`config.mk`:
```
export PLATFORM = sky130hd
export DESIGN_NAME = adder_sum_accumulator
export DESIGN_NICKNAME = d
export VERILOG_FILES = /design/src/rtl/adder_sum_accumulator_pkg.sv /design/src/rtl/adder_sum_accumulator.sv
export SDC_FILE = /design/constraint.sdc
export NUM_CORES = 1
export LEC_CHECK = 0
export ABC_AREA = 1
export BUFFER_PORTS_ARGS = -buffer_cell sky130_fd_sc_hd__buf_2
export CORE_ASPECT_RATIO = 1.4
export CORE_UTILIZATION = 64
export DETAILED_ROUTE_END_ITERATION = 6
export GPL_ROUTABILITY_DRIVEN = 0
export HOLD_SLACK_MARGIN = 0.08
export PLACE_DENSITY = 0.87
export SETUP_SLACK_MARGIN = 0.05
export SYNTH_ARGS = -nofsm -noshare
export SYNTH_HDL_FRONTEND = slang
export SYNTH_SLANG_ARGS = --single-unit
export TNS_END_PERCENT = 100
```
`constraint.sdc`:
```
create_clock -name clk -period 4.23 [get_ports clk]
set_input_delay 0.423 -clock clk [delete_from_list [all_inputs] [get_ports clk]]
set_output_delay 0.423 -clock clk [all_outputs]
set_load 0.005 [all_outputs]
```
`src/rtl/adder_sum_accumulator_pkg.sv`:
```
// Shared defaults and helpers for the adder sum accumulator.
// The WIDTH default matches the 32-bit adder's registered sum.
package adder_sum_accumulator_pkg;

    localparam int DEF_WIDTH     = 32;
    localparam int DEF_ACC_WIDTH = 40;
    localparam int DEF_FRAME_LEN = 4;

    // ACCUM collects sums; HOLD means a frame total is waiting on the output.
    typedef enum logic {
        ACCUM = 1'b0,
        HOLD  = 1'b1
    } ctrl_state_e;

    // Frame counter width, kept at least one bit so FRAME_LEN=1 still builds.
    function automatic int count_width(input int frame_len);
        return (frame_len <= 1) ? 1 : $clog2(frame_len);
    endfunction

endpackage

```
`src/rtl/adder_sum_accumulator.sv`:
```
// Accumulates FRAME_LEN adder sums into one wide total with a per-frame carry flag.
// The total is offered on a valid/ready output, and back-pressure stalls the input.
module adder_sum_accumulator
    import adder_sum_accumulator_pkg::*;
#(
    parameter int WIDTH     = DEF_WIDTH,
    parameter int ACC_WIDTH = DEF_ACC_WIDTH,
    parameter int FRAME_LEN = DEF_FRAME_LEN
) (
    input  logic                 clk,
    input  logic                 rst,
    input  logic                 in_valid,
    input  logic [WIDTH-1:0]     in_data,
    output logic                 in_ready,
    input  logic                 frame_clear,
    output logic                 out_valid,
    output logic [ACC_WIDTH-1:0] out_data,
    output logic                 out_ovf,
    input  logic                 out_ready
);

    localparam int               COUNT_W    = count_width(FRAME_LEN);
    localparam logic [COUNT_W-1:0] LAST_COUNT = COUNT_W'(FRAME_LEN - 1);

    ctrl_state_e            state_q, state_d;
    logic [ACC_WIDTH-1:0]   acc_q, acc_d;
    logic [COUNT_W-1:0]     count_q, count_d;
    logic                   frame_ovf_q, frame_ovf_d;
    logic [ACC_WIDTH-1:0]   out_data_q, out_data_d;
    logic                   out_ovf_q, out_ovf_d;

    logic                   accept;
    logic                   pop;
    logic [ACC_WIDTH:0]     sum_next;
    logic                   carry;

    assign out_valid = (state_q == HOLD);
    assign out_data  = out_data_q;
    assign out_ovf   = out_ovf_q;

    // A waiting total only blocks input if the consumer is not taking it now.
    assign in_ready = !frame_clear && (!out_valid || out_ready);
    assign accept   = in_valid && in_ready;
    assign pop      = out_valid && out_ready;

    assign sum_next = {1'b0, acc_q} + {{(ACC_WIDTH + 1 - WIDTH){1'b0}}, in_data};
    assign carry    = sum_next[ACC_WIDTH];

    always_comb begin
        state_d     = state_q;
        acc_d       = acc_q;
        count_d     = count_q;
        frame_ovf_d = frame_ovf_q;
        out_data_d  = out_data_q;
        out_ovf_d   = out_ovf_q;

        if (pop) begin
            state_d = ACCUM;
        end

        // Completion after a pop in the same cycle re-arms HOLD with no bubble.
        if (frame_clear) begin
            acc_d       = '0;
            count_d     = '0;
            frame_ovf_d = 1'b0;
        end else if (accept) begin
            if (count_q == LAST_COUNT) begin
                out_data_d  = sum_next[ACC_WIDTH-1:0];
                out_ovf_d   = frame_ovf_q | carry;
                state_d     = HOLD;
                acc_d       = '0;
                count_d     = '0;
                frame_ovf_d = 1'b0;
            end else begin
                acc_d       = sum_next[ACC_WIDTH-1:0];
                count_d     = count_q + COUNT_W'(1);
                frame_ovf_d = frame_ovf_q | carry;
            end
        end
    end

    always_ff @(posedge clk or posedge rst) begin
        if (rst) begin
            state_q     <= ACCUM;
            acc_q       <= '0;
            count_q     <= '0;
            frame_ovf_q <= 1'b0;
            out_data_q  <= '0;
            out_ovf_q   <= 1'b0;
        end else begin
            state_q     <= state_d;
            acc_q       <= acc_d;
            count_q     <= count_d;
            frame_ovf_q <= frame_ovf_d;
            out_data_q  <= out_data_d;
            out_ovf_q   <= out_ovf_d;
        end
    end

endmodule

```
==> out/metrics.csv <==
stage,metric,value,unit
run_status,status,"complete, but fails checks",
run_status,failing checks,design-rule violations,
clocking,clk sinks,85,
synthesis,mapped cell area,6282,um^2
clocking,Post-CTS Hold Fix Bufs,0,
critical_path,WS Path Type,reg -> reg,
synthesis,Post-synth EDFFs,0,
routing,Post-DRT Antenna Nets,0,
power,Int Pwr,1996,uW
sta,Rel. slew slack,0.3225,
critical_path,Worst setup SP type,flip-flop,
critical_path,"slowest stage delay, CP",0.41,ns
sta,Tightest Pin Transition,1.015,ns
sta,worst setup margin,1.834,ns
place,number of buffers added on ports,79,
sta,Final Max Tran Viols,0,
grt,All-Layer GR Usage,0.3315,
grt,met2 GRT Util,0.5740,
sta,RSZ-0062 raised after global routing,false,
sta,worst clock skew,0.01139,ns
floorplan,Core ar.,9512,um^2
hold_path,HP Class,in -> async,
power,switch share,0.3834,
routing,via/cell ratio,5.222,
synthesis,Yosys cell types,35,
place,Placed Instance Area,6778,um^2
floorplan,Die ar.,10220,um^2
sta,sum of negative setup slack,0,ns
routing,WL final,16260,um
critical_path,most frequent CP cell,nand2_1,
sta,Setup Viol. Count Final,0,
critical_path,Worst path slowest cell,fa_1,
critical_path,critical-path cell list,"ha_1, inv_1, fa_1, inv_1, nand3_1, nand2_4, nand2_2, nand2_4, inv_2, o21bai_4, nand2_1, nand2_1, nand2_1, nand3_1, nand2_1",
routing,Routed wire per std cell,13.65,um
power,Comb power frac,0.390,
final_layout,ANT cells,0,
critical_path,critical path peak fanout,4,
critical_path,CP required,4.47,ns
final_layout,post-route design area,7099,um^2
clocking,worst skew pair latency,0.35,ns
grt,vias in the first global route,5837,
floorplan,IO Count,80,
critical_path,"delay-heaviest family, CP",simple AND/OR/NAND/NOR gates,
place,hpwl dp,12410,um
clocking,CTS Root Buffer Type,clkbuf_16,
final_layout,area delta synth->final,13.01,%
clocking,clk buf depth,2,
final_layout,FILL cells,820,
power,sw power,1241,uW
grt,wire length of the first global-routing pass,26480,um
floorplan,site row count,42,
synthesis,sequential element share of the synthesized area,0.3386,
power,sequential power share,0.343,
routing,DRC Markers,1,
power,Max VDD drop,0.2550,mV
critical_path,"Arr. time, crit path",2.64,ns
synthesis,top-area cell type share of the netlist area,0.3386,
place,pre-CTS setup slack,1.729,ns
synthesis,Cells after Synth,977,
clocking,H-tree depth,3,
final_layout,share of cells above drive strength 1,0.1294,
floorplan,starting density of the core,0.6605,
grt,M1 GR Usage,0.3933,
clocking,CTS tree,yes,
grt,met3 usage,0.04643,
synthesis,cell type with the largest total area after synthesis,dfrtp_1,
power,Pwr per Cell Area,456.0,nW/um^2
routing,First DRT Iteration DRCs,489,
critical_path,CP bufs+invs,3,
grt,GR peak layer,met2,
critical_path,Crit. End Element,flip-flop,
clocking,CTS Buf Count,9,
sta,hold_ws,0.2117,ns
sta,final worst-path cycle share,0.5665,
clocking,Worst-path clk slew,0.07,ns
synthesis,"FFs w/ async S/R, synth",1.000,
sta,min cycle time layout,2.396,ns
synthesis,dominant cells by area after synthesis,"dfrtp_1, nand2_1, inv_1",
flow_run,MaxCap Viol Count,0,
synthesis,Ys Warns,0,
clocking,Resized Gates After CTS,0,
grt,largest net degree at the start of global routing,57,
floorplan,die extent in x,85.74,um
final_layout,nets,1125,
power,Pleak,0.004233,uW
synthesis,Synth Area per Inst,6.430,um^2
sta,final hold violations,0,
clocking,Post-CTS Setup Repair Bufs,0,
synthesis,register bit total from synthesis,85,
floorplan,Vert. Die Dim,119.2,um
routing,vias post-DR,6219,
grt,initial antenna violation count,0,
synthesis,ys flop type,dfrtp_1,
grt,GR Overflow Total,0,
power,total power draw,3237,uW
routing,1st-pass router iterations,7,
synthesis,Syn Nets,1048,
power,Clk network pwr share,0.267,
sta,Fmax,417.3,MHz
## routing by layer
| metal | vias to the layer above | part of all wire |
|---|---|---|
| met2 | 209 | 0.50 |
| met4 | 0 | 0.047 |
| li1 | 3161 | - |
| met1 | 2794 | 0.41 |
| met5 | - | 0 |
| met3 | 55 | 0.045 |
## kinds of logic (layout without fill, tap and decap cells)
group / after synthesis / after routing / synth area share
and+or+nand+nor: 616 / 616 / 0.4123
buffers and inverters: 166 / 248 / 0.1036
DFF: 85 / 85 / 0.3386
AOI/OAI and AO/OA: 61 / 61 / 0.05577
adders and majority gates: 34 / 34 / 0.06891
xor gates and xnor gates: 15 / 15 / 0.02091
## final timing paths
kind | start | to | slack, ns | depth (start not counted)
worst max-delay path | acc_q[0] | out_data[30] | 1.83 | 15
worst min-delay path | rst | acc_q[16] | 0.21 | 2
worst max register to register | acc_q[0] | out_data[30] | 1.83 | 15
worst min register to register | out_data[39] | out_data[39] | 0.48 | 2
max in group asynchronous | rst | out_data[32] | 3.08 | 3
min in group clk | out_ready | out_valid | 0.33 | 4
## flip-flops by register name, indices dropped and copies added (netlist names)
name	count
count_q	2
out_data	40
out_valid	1
frame_ovf_q	1
out_ovf	1
acc_q	40
## through the flow
step | instances | util
2_1_floorplan | 977 | -
3_3_place_gp | 1175 | 0.7126
3_5_place_dp | 1175 | 0.7126
4_1_cts | 1191 | 0.7464
5_1_grt | 1191 | 0.7464
6_report | 1191 | 0.7464
## cell type report
cell class                      instances  area, um^2  area share
Clock buffer                            9       225.2     0.03172
Clock inverter                          7       96.34     0.01357
Inverter                              151       568.0     0.08001
Multi-Input combinational cell        726        3507      0.4940
Sequential cell                        85        2127      0.2996
Tap cell                              132       165.2     0.02326
Timing Repair Buffer                   81       410.4     0.05781
## synthesized netlist by cell type (2+ instances only)
cell type  number
inv_1         146
clkbuf_1        3
nor3_1          2
buf_1           2
nand3b_1       11
ha_1           33
o21bai_4        2
xnor2_1         8
nor3_2          4
a21oi_1        23
buf_2           7
buf_6           2
nand3_1        73
nor2_4          2
o21ai_1        12
nand2_2        13
nor2_1         64
nand4_1        10
dfrtp_1        85
nor2_2          6
o21ai_0        18
inv_2           5
nand2_1       426
nand2_4         2
nand3_2         2
xor2_1          7
## power by group through the flow
| stage | clock network (uW) | logic (uW) | registers (uW) |
|---|---|---|---|
| CTS | 866 | 1250 | 1110 |
| global route | 906 | 1430 | 1130 |
| detailed placement | 0 | 1250 | 1120 |
| finish | 866 | 1260 | 1110 |
| global placement | 0 | 1210 | 1120 |
| floorplan | 0 | 870 | 1120 |
## worst reg2reg max path, stage by stage (launching register included)
cell	delay [ns]
dfrtp_1	0.36
ha_1	0.23
inv_1	0.07
fa_1	0.41
inv_1	0.11
nand3_1	0.13
nand2_4	0.14
nand2_2	0.07
nand2_4	0.09
inv_2	0.05
o21bai_4	0.17
nand2_1	0.15
nand2_1	0.09
nand2_1	0.06
nand3_1	0.08
nand2_1	0.06
## layout by cell type, fill, tap and decap left out, drive strengths merged
master,count
a21boi,2
a21oi,24
a22o,1
buf,81
bufinv,2
clkbuf,9
clkinv,3
dfrtp,85
fa,1
ha,33
inv,153
nand2,441
nand3,75
nand3b,11
nand4,10
nor2,72
nor3,6
nor4,1
o21ai,31
o21bai,2
o22ai,1
xnor2,8
xor2,7
No activity file was read; power rests on OpenSTA's default activity.
